`config.mk`:
```
export PLATFORM = sky130hd
export DESIGN_NAME = stopwatch_display
export DESIGN_NICKNAME = d
export VERILOG_FILES = /design/src/rtl/stopwatch_display.sv
export SDC_FILE = /design/constraint.sdc
export NUM_CORES = 1
export LEC_CHECK = 0
export BUFFER_PORTS_ARGS = -buffer_cell sky130_fd_sc_hd__buf_2
export CAP_MARGIN = 40
export CORE_ASPECT_RATIO = 0.9
export CORE_MARGIN = 2
export CORE_UTILIZATION = 52
export DETAILED_ROUTE_END_ITERATION = 16
export PLACE_DENSITY_LB_ADDON = 0.05
export SETUP_SLACK_MARGIN = 0.3
export SYNTH_ARGS = -nofsm -noshare
export SYNTH_HDL_FRONTEND = slang
export SYNTH_SLANG_ARGS = --single-unit
```
`constraint.sdc`:
```
create_clock -name clk -period 2.98 [get_ports clk]
set_input_delay 0.894 -clock clk [delete_from_list [all_inputs] [get_ports clk]]
set_output_delay 0.894 -clock clk [all_outputs]
set_load 0.05 [all_outputs]
```
`src/rtl/stopwatch_display.sv`:
```
// Multiplexed 4-digit common-anode 7-segment driver for the BCD stopwatch.
// Latches the count once per scan frame, blanks a leading zero and blinks while paused.
module stopwatch_display #(
    parameter int unsigned SCAN_DIV   = 50000,
    parameter int unsigned BLINK_DIV  = 64,
    parameter bit          BLANK_LEAD = 1'b1
) (
    input  logic        clk,
    input  logic        RESET,
    input  logic [1:16] Q,
    input  logic        ON_OFF,
    output logic [6:0]  SEG,
    output logic        DP,
    output logic [3:0]  AN
);

    localparam int unsigned PW = (SCAN_DIV > 1) ? $clog2(SCAN_DIV) : 1;
    localparam int unsigned FW = (BLINK_DIV > 1) ? $clog2(BLINK_DIV) : 1;

    logic [PW-1:0] pcnt_q;
    logic [1:0]    idx_q;
    logic [1:16]   snap_q;
    logic [FW-1:0] fcnt_q;
    logic          phase_q;
    logic [6:0]    seg_q, seg_d;
    logic [3:0]    an_q, an_d;
    logic          dp_q, dp_d;
    logic [3:0]    digit;
    logic          tick, wrap, blank;

    assign tick = (pcnt_q == PW'(SCAN_DIV - 1));
    assign wrap = tick && (idx_q == 2'd3);

    function automatic logic [6:0] seg_decode(input logic [3:0] d);
        logic [6:0] s;
        case (d)
            4'd0:    s = 7'h40;
            4'd1:    s = 7'h79;
            4'd2:    s = 7'h24;
            4'd3:    s = 7'h30;
            4'd4:    s = 7'h19;
            4'd5:    s = 7'h12;
            4'd6:    s = 7'h02;
            4'd7:    s = 7'h78;
            4'd8:    s = 7'h00;
            4'd9:    s = 7'h10;
            default: s = 7'h3F;
        endcase
        return s;
    endfunction

    always_ff @(posedge clk or negedge RESET) begin
        if (!RESET) begin
            pcnt_q  <= '0;
            idx_q   <= 2'd0;
            snap_q  <= '0;
            fcnt_q  <= '0;
            phase_q <= 1'b1;
            an_q    <= 4'hF;
            seg_q   <= 7'h7F;
            dp_q    <= 1'b1;
        end else begin
            pcnt_q <= tick ? '0 : pcnt_q + PW'(1);
            if (tick) begin
                idx_q <= idx_q + 2'd1;
            end
            // Whole-frame snapshot keeps all four digits from the same count.
            if (wrap) begin
                snap_q <= Q;
            end
            if (ON_OFF) begin
                fcnt_q  <= '0;
                phase_q <= 1'b1;
            end else if (wrap) begin
                if (fcnt_q == FW'(BLINK_DIV - 1)) begin
                    fcnt_q  <= '0;
                    phase_q <= ~phase_q;
                end else begin
                    fcnt_q <= fcnt_q + FW'(1);
                end
            end
            an_q  <= an_d;
            seg_q <= seg_d;
            dp_q  <= dp_d;
        end
    end

    always_comb begin
        digit = 4'd0;
        case (idx_q)
            2'd0:    digit = snap_q[1:4];
            2'd1:    digit = snap_q[5:8];
            2'd2:    digit = snap_q[9:12];
            default: digit = snap_q[13:16];
        endcase
    end

    assign blank = BLANK_LEAD && (idx_q == 2'd3) && (digit == 4'd0);

    always_comb begin
        an_d  = 4'hF;
        seg_d = 7'h7F;
        dp_d  = 1'b1;
        if (phase_q && !blank) begin
            an_d  = ~(4'b0001 << idx_q);
            seg_d = seg_decode(digit);
            dp_d  = (idx_q != 2'd2);
        end
    end

    assign AN  = an_q;
    assign SEG = seg_q;
    assign DP  = dp_q;

endmodule

```
==> summary.txt, run 1 <==
Final nets: 278
Net switching power: 0.000301 W
Data required, critical path: 3.20 ns
Seq. cell area: 1320 um2
Post-synth ARST share: 100%
Unrepaired setup endpoints after global routing: false
Syn Nets: 242
# rows: 23
Post-synthesis cell area: 2450 um2
Seq/Total Area, Yosys: 53.6%
Layout cell share with drive strength beyond 1: 32.7%
Final Slew Violations: 0
Yosys warnings: 0
DR iter-0 viols: 98
Synth Flop Type: dfrtp_1
Reg2Reg Capture Point: SEG[3]
Final period demand of the worst path: 2.51 ns
Clock share of power: 32.0%
Vias: 1669
Worst Hold Depth: 1
#FFs+latches synth: 52
CTS clk-pin slew, worst paths: 0.09 ns
Total CTS buffers: 5
Setup crit end kind: register
Worst Skew: 0.00999 ns
R2r setup slk: 0.47 ns
Drt drc: 0
Endpoint, Worst Hold: pcnt_q[0]
Sequential power share: 59.9%
Setup_tns: 0 ns
Pin count of the biggest net entering global routing: 53
Final Cell Area: 2790 um2
Yosys cell types: 38
# port buffers: 30
Post-CTS resize count: 1
Worst Tran Pin Value: 0.622 ns
Post-DR vias/cell: 5.33
Max clock buf depth: 2
H-tree depth: 2
Die Wd: 76.4 um
FILL cells: 393
Final Power: 0.00123 W
Core Region: 4490 um2
Tcrit/Tclk final: 84.1%
Post-route setup slack: 0.473 ns
WHS: 0.490 ns
Mapped Cells: 214
DP HPWL: 3090 um
Detailed Route WL: 4290 um
Vias in the first global route: 1639
Int Pwr: 0.000930 W
Pre-antenna DRT Iters: 4
Total die area: 5290 um2
R2R Path Start: idx_q[0]
Die H: 69.2 um
Highest clock rate: 399 MHz
CTS tree: done
Run status: completed
R2R cell count: 9
Starting Density: 54.7%
Area Overhead vs Synth: 13.6%
Sw Share: 24.5%
First-pass GRT wire length: 7560 um
Multi-input gate area: 1080 um2
Post-synth EDFFs: 0
Startpoint types: register
Combinational power share: 8.1%
Setup CP Type: reg2reg
Clk sinks: 52
Hold crit path type: reg2reg
# setup viols final: 0
Max cap viols: 0
Hold Vio Cnt, Final: 0
# diodes: 0
Post-route ant nets: 0
Area post-placement: 2690 um2
Leakage: 1.22 nW
PwrDens: 442 nW/um2
Io pins: 31
DR WL/cell: 13.7 um
Clock root cell: clkbuf_8
Crit Path Max Fanout: 7
Setup slack at placement: 0.241 ns
Rel. slew slack: 58.5%
Hold_buf cts: 0
Final GP Congestion: 0.787
Initial antenna violation count: 0
GR Util All Layers: 17.9%
Worst Hold Launch: pcnt_q[0]
Total grt overflow: 0
Mapped Avg Cell Area: 11.5 um2
Worst EP arrival: 2.73 ns
Worst VDD drop: 0.000267 V
Post-CTS Repair Setup Buffers: 0
Worst-skew pair later-pin latency: 0.30 ns
power by group through the flow:
stage / Combinational [W] / Clock (W) / Sequential (W)
finish: 0.000100 / 0.000393 / 0.000738
global route: 0.000111 / 0.000440 / 0.000740
CTS: 0.000101 / 0.000411 / 0.000738
detailed placement: 0.000100 / 0 / 0.000751
global placement: 0.0000993 / 0 / 0.000751
floorplan: 0.0000310 / 0 / 0.000778
cells in the mapped netlist, drive strengths merged, types with 2 or more instances:
master / n / share of area [%]
dfrtp: 40 / 41
mux2: 18 / 8.3
nand2: 15 / 2.3
inv: 13 / 2.0
nor2: 13 / 2.1
dfstp: 12 / 13
nand3: 11 / 2.2
ha: 9 / 4.6
xnor2: 9 / 3.2
o21ai: 8 / 1.6
a21oi: 7 / 1.4
nand4: 6 / 1.5
buf: 5 / 1.1
mux2i: 5 / 2.0
xor2: 5 / 1.8
a211oi: 4 / 1.2
nor3: 4 / 0.82
a222oi: 3 / 1.2
nor4: 3 / 0.76
or2: 3 / 0.76
a31oi: 2 / 0.51
and3: 2 / 0.51
nor2b: 2 / 0.51
nor4b: 2 / 1.6
o31ai: 2 / 0.61
or3b: 2 / 0.71
or4: 2 / 0.61
worst max path at each step:
stage / startpoint / to
floorplan: idx_q[0] / SEG[0]
global placement: idx_q[0] / SEG[0]
detailed placement: idx_q[0] / SEG[3]
CTS: idx_q[0] / SEG[3]
global route: idx_q[0] / SEG[3]
finish: idx_q[0] / SEG[3]
layout by cell type (no fill, tap or decap), types with 6 or more instances in the layout:
cell and count:
a21oi_1 7, buf_2 30, dfrtp_1 40, dfstp_2 12, ha_1 9, inv_1 13, mux2_2 18, nand2_1 15
nand3_1 11, nand4_1 6, nor2_1 12, o21ai_0 8, xnor2_1 9
logic make-up (layout without fill, tap and decap cells):
logic type,after synthesis,after routing,share of synthesized area [%]
AO/OA/AOI/OAI,30,30,7.95
XOR/XNOR,14,14,5.00
adder cells (fa/ha/maj),9,9,4.59
buffers and inverters,18,55,3.11
flip-flops,52,52,53.6
multiplexers,23,23,10.3
AND/OR/NAND/NOR,68,68,15.4
layout make-up:
cell class / instances / share of cell area [%]
clock buffer: 6 / 2.60
clock inverter: 2 / 0.583
inverter: 13 / 1.75
multi-input combinational: 144 / 38.6
sequential: 52 / 47.2
tap: 62 / 2.78
timing repair buffer: 34 / 6.46
worst max-delay path, cell delays in order (launching register included):
cell and delay [ns]:
dfrtp_1 0.41, inv_1 0.12, ha_1 0.26, a222oi_1 0.14, mux2i_2 0.36, inv_1 0.16
ha_1 0.24, a31oi_2 0.33, a21boi_0 0.29, nand3_1 0.11
sequential cells by signal, indices dropped and copies added, names as in the netlist:
signal   count
pcnt_q      16
snap_q      16
SEG          7
fcnt_q       6
AN           3
idx_q        2
DP           1
phase_q      1
routing by layer:
| layer | part of all wire, % | global-route usage [%] | vias up |
|---|---|---|---|
| met5 | 0 | 0 | - |
| met4 | 1.1 | 5.45 | 0 |
| met3 | 3.7 | 4.17 | 5 |
| met2 | 42 | 25.6 | 34 |
| met1 | 53 | 27.2 | 795 |
| li1 | - | - | 835 |
through the flow:
stage          cells  util [%]
5_1_grt          313      62.1
4_1_cts          313      61.9
2_1_floorplan    214         -
3_3_place_gp     305      59.8
6_report         313      62.1
3_5_place_dp     305      59.8
Power figures use the tool's default switching activity.
==> run 2, diff against run 1 <==
CORE_UTILIZATION = 51   (was 52)
clock period = 2.2 ns   (was 2.98 ns; I/O delays follow)
==> summary.txt, run 2 (same netlist as run 1, synthesis figures left out) <==
Most common cell after layout, fill and taps aside: dfrtp_1
# rows: 23 (unchanged)
Setup crit end kind: register
CTS tree: done
DR WL/cell: 14.4 um (+5.4%)
Rel. slew slack: 65.1% (+6.6 points)
Vias: 1784 (+6.9%)
Total grt overflow: 0 (unchanged)
Worst EP arrival: 2.25 ns (-0.48 ns)
GR Util met1: 25.7% (-1.5 points)
Die H: 69.8 um (+0.92%)
# port buffers: 30 (unchanged)
Max clock buf depth: 2 (unchanged)
Post-route ant nets: 0 (unchanged)
Critical Path Source: idx_q[0]
Layout cell share with drive strength beyond 1: 47.1% (+14 points)
Setup_tns: 0 ns (unchanged)
Drt drc: 0 (unchanged)
Die Wd: 77.1 um (+0.92%)
Leakage: 1.40 nW (+15%)
Hold_buf cts: 0 (unchanged)
DP HPWL: 3080 um (-0.30%)
CTS clk-pin slew, worst paths: 0.09 ns (about the same)
Tcrit/Tclk final: 91.3% (+7.1 points)
R2r setup slk: 0.19 ns (-0.28 ns)
Run status: completed
Total die area: 5390 um2 (+1.8%)
Clock root cell: clkbuf_8
Highest clock rate: 498 MHz (+25%)
Commonest cells after routing, fill and taps aside: dfrtp_1 (37), buf_2 (30), buf_4 (19)
Reg2Reg Capture Point: fcnt_q[2]
Busiest grt layer: met2
Data required, critical path: 2.44 ns (-0.76 ns)
# diodes: 0 (unchanged)
Worst Tran Pin Value: 0.521 ns (-0.102 ns)
DR iter-0 viols: 111 (+13%)
Post-DR vias/cell: 5.31 (-0.43%)
Pre-antenna DRT Iters: 7 (+3)
Setup crit end: fcnt_q[2]
Setup CP Type: reg2reg
Hold Vio Cnt, Final: 0 (unchanged)
GR Util All Layers: 19.7% (+1.7 points)
First-pass GRT wire length: 8360 um (+11%)
Starting Density: 54.0% (-0.69 points)
R2R Path Start: idx_q[0]
Pin count of the biggest net entering global routing: 32 (-40%)
Final nets: 301 (+8.3%)
Final GP Congestion: 0.813 (+3.3%)
GRT met2 Usage: 32.0% (+6.4 points)
H-tree depth: 2 (unchanged)
Crit Path Max Fanout: 4 (-3)
Total CTS buffers: 5 (unchanged)
Initial antenna violation count: 0 (unchanged)
Clk sinks: 52 (unchanged)
Final Slew Violations: 0 (unchanged)
Core Region: 4550 um2 (+1.3%)
Max cap viols: 0 (unchanged)
Worst-skew pair later-pin latency: 0.31 ns (about the same)
Final period demand of the worst path: 2.01 ns (-0.499 ns)
Final Power: 0.00174 W (+41%)
Area Overhead vs Synth: 32.3%
R2R cell count: 8 (-1)
Startpoint types: register
Vias in the first global route: 1789 (+9.2%)
Unrepaired setup endpoints after global routing: true
# setup viols final: 0 (unchanged)
Worst Skew: 0.00944 ns (-0.000544 ns)
PwrDens: 536 nW/um2 (+21%)
Detailed Route WL: 4850 um (+13%)
Hold crit path type: in2async
Io pins: 31 (unchanged)
FILL cells: 348 (-11%)
GR Layer Usage met3: 3.65% (-0.52 points)
Worst VDD drop: 0.000499 V (+87%)
-- run 2: cell count changes in the layout (fill, tap and decap cells not counted), moves of 3 or more --
cell and delta:
a21oi_1 -3, a21oi_2 +3, buf_4 +15, buf_6 +3, dfrtp_1 -3, dfrtp_2 +3
ha_1 -7, ha_4 +5, inv_1 -4, inv_2 +3, o21ai_0 -4, o21ai_1 +4
-- run 2: per-stage QoR --
stage	setup slack, ns	std cells	area, um2	util [%]	hold WS [ns]
CTS	0.206	333	3130	68.8	0.307
global route	0.124	336	3250	71.4	0.326
global placement	0.0890	305	2800	61.7	0.472
floorplan	0.242	214	2550	-	0.364
finish	0.192	336	3250	71.4	0.294
detailed placement	0.0235	305	2800	61.7	0.481
-- run 2: worst min-delay path by stage --
stage,slack (ns),from,endpoint,depth (start not counted)
CTS,0.31,RESET,snap_q[9],1
detailed placement,0.48,pcnt_q[0],pcnt_q[0],1
floorplan,0.36,RESET,fcnt_q[0],0
global placement,0.47,pcnt_q[0],pcnt_q[0],1
global route,0.33,RESET,snap_q[9],1
finish,0.29,RESET,snap_q[9],1
-- run 2: final cells by class --
cell class                 instances  area [um2]  share of cell area (%)
multi-input combinational        144        1250                    38.4
timing repair buffer              57         452                    13.9
tap                               62        77.6                    2.39
sequential                        52        1320                    40.7
inverter                          13        51.3                    1.58
clock buffer                       8         100                    3.08
-- run 2: routing by layer --
| metal | vias up | wire length [um] |
|---|---|---|
| li1 | 875 | - |
| met1 | 866 | 2240 |
| met2 | 34 | 2350 |
| met3 | 9 | 157 |
| met4 | 0 | 110 |
| met5 | - | 0 |
-- run 2: timing repair --
| action | CTS | global route |
|---|---|---|
| endpoints found under the hold margin | 0 | 0 |
| resized for setup | 12 | 18 |
| pin swaps | 9 | 8 |
| gates cloned | 2 | 1 |
| buffers inserted | 18 | 2 |
| endpoints found under the setup margin | 17 | 28 |
-- run 2: report_power, final --
group | switching, W | internal, W
Combinational | 0.0000993 | 0.0000574
Clock | 0.000298 | 0.000287
Sequential | 0.0000103 | 0.000988
Total | 0.000407 | 0.00133
-- run 2: worst max-delay path, stage by stage, from the launching register on --
cell and delay [ns]:
dfrtp_2 0.42, buf_4 0.14, ha_4 0.15, and4_1 0.17, nand4_1 0.15, buf_4 0.20
bufbuf_16 0.26, or3_1 0.33, a21oi_2 0.13
==> run 3, diff against run 2 <==
REMOVE_ABC_BUFFERS = 1   (was not set)
SKIP_CTS_REPAIR_TIMING = 1   (was not set)
==> summary.txt, run 3 (same netlist as run 1, synthesis figures left out) <==
Run status: completed
Setup slack at placement: 0.109 ns (+0.0851 ns)
Setup CP Type: reg2reg
Drt drc: 0 (unchanged)
Worst Skew: 0.0108 ns (+0.00136 ns)
Final Power: 0.00173 W (-0.63%)
Pin count of the biggest net entering global routing: 53 (+66%)
Setup_tns: 0 ns (unchanged)
# setup viols final: 0 (unchanged)
Starting Density: 54.0% (unchanged)
DP HPWL: 3260 um (+5.8%)
Total die area: 5390 um2 (unchanged)
Startpoint types: register
Highest clock rate: 495 MHz (-0.63%)
Setup crit end kind: register
Sw Share: 25.8% (+2.4 points)
Final nets: 293 (-2.7%)
Tcrit/Tclk final: 91.9% (+0.58 points)
First-pass GRT wire length: 7610 um (-9.0%)
CTS clk-pin slew, worst paths: 0.10 ns (about the same)
CTS tree: done
R2r setup slk: 0.18 ns (about the same)
Worst-skew pair later-pin latency: 0.31 ns (about the same)
Clock root cell: clkbuf_8
WHS: 0.329 ns (+0.0345 ns)
Vias: 1790 (+0.34%)
FILL cells: 362 (+4.0%)
Vias in the first global route: 1635 (-8.6%)
Total CTS buffers: 5 (unchanged)
Crit Path Max Fanout: 5 (+1)
Net switching power: 0.000446 W (+9.4%)
Int Pwr: 0.00128 W (-3.7%)
Area Overhead vs Synth: 28.4%
H-tree depth: 2 (unchanged)
Hold Vio Cnt, Final: 0 (unchanged)
# diodes: 0 (unchanged)
PwrDens: 548 nW/um2 (+2.3%)
# rows: 23 (unchanged)
Final GP Congestion: 0.783 (-3.8%)
Non-filler cells, final: 328 (-2.4%)
Worst EP arrival: 2.26 ns (about the same)
Post-DR vias/cell: 5.46 (+2.8%)
Io pins: 31 (unchanged)
Most common cell after layout, fill and taps aside: dfrtp_1
Data required, critical path: 2.44 ns (about the same)
Unrepaired setup endpoints after global routing: true
Worst Tran Pin Value: 0.596 ns (+0.0753 ns)
Commonest cells after routing, fill and taps aside: dfrtp_1 (38), buf_2 (30), mux2_2 (18)
Hold crit path type: in2async
Core Region: 4550 um2 (unchanged)
DR WL/cell: 15.4 um (+6.9%)
Final Slew Violations: 0 (unchanged)
Clk sinks: 52 (unchanged)
Total grt overflow: 0 (unchanged)
Clock share of power: 32.6% (-1.0 points)
Pre-antenna DRT Iters: 4 (-3)
Layout cell share with drive strength beyond 1: 48.1% (+1.0 points)
Max clock buf depth: 2 (unchanged)
Worst VDD drop: 0.000388 V (-22%)
Initial antenna violation count: 0 (unchanged)
GR Util All Layers: 18.1% (-1.5 points)
# port buffers: 30 (unchanged)
Detailed Route WL: 5060 um (+4.3%)
Rel. slew slack: 60.1% (-5.0 points)
Leakage: 1.34 nW (-4.5%)
Die Wd: 77.1 um (unchanged)
DR iter-0 viols: 120 (+8.1%)
Placed insts: 309 (+1.3%)
Die H: 69.8 um (unchanged)
Max cap viols: 0 (unchanged)
Post-route setup slack: 0.179 ns (-0.0128 ns)
Final period demand of the worst path: 2.02 ns (+0.0128 ns)
Combinational power share: 9.6% (+0.6 points)
Sequential power share: 57.8% (+0.4 points)
Post-route ant nets: 0 (unchanged)
## run 3: worst max-delay path, stage by stage, from the launching register on
cell and delay, ns:
dfrtp_1 0.46, inv_2 0.11, ha_4 0.19, a222oi_1 0.42
mux2i_2 0.15, inv_2 0.12, ha_4 0.15, a31oi_4 0.08
a21boi_2 0.18, nand3_1 0.09
## run 3: power groups by stage
stage	clock network, W	logic [W]	registers, W
global placement	0	0.000141	0.00102
CTS	0.000584	0.000143	0.00100
detailed placement	0	0.000142	0.00102
floorplan	0	0.0000420	0.00105
global route	0.000620	0.000180	0.00100
finish	0.000563	0.000167	0.00100
## run 3: path summary, 6_finish.rpt
| kind | start | end | depth (start not counted) |
|---|---|---|---|
| max | idx_q[0] | SEG[0] | 9 |
| min | RESET | pcnt_q[11] | 2 |
| max reg2reg | idx_q[0] | SEG[0] | 9 |
| min reg2reg | snap_q[16] | snap_q[16] | 1 |
| max in group asynchronous | RESET | phase_q | 2 |
| min in group clk | snap_q[16] | snap_q[16] | 1 |
## run 3: area by class of cell
class	count	area [um2]	area share (%)
Clock buffer	5	68.8	2.18
Inverter	13	48.8	1.55
Clock inverter	3	25.0	0.794
Multi-Input combinational cell	144	1260	39.9
Sequential cell	52	1320	41.8
Tap cell	62	77.6	2.46
Timing Repair Buffer	49	357	11.3
## run 3: layer usage
layer | wire, um | track usage (%) | share of wire (%)
met1 | 2600 | 26.3 | 51
met4 | 37 | 6.75 | 0.73
met5 | 0 | 0 | 0
met3 | 181 | 3.91 | 3.6
met2 | 2240 | 26.7 | 44
## run 3: metrics by stage
stage | utilization, % | cell area [um2]
global placement | 60.3 | 2740
floorplan | - | 2430
global route | 69.3 | 3150
detailed placement | 60.3 | 2740
CTS | 62.3 | 2830
finish | 69.3 | 3150
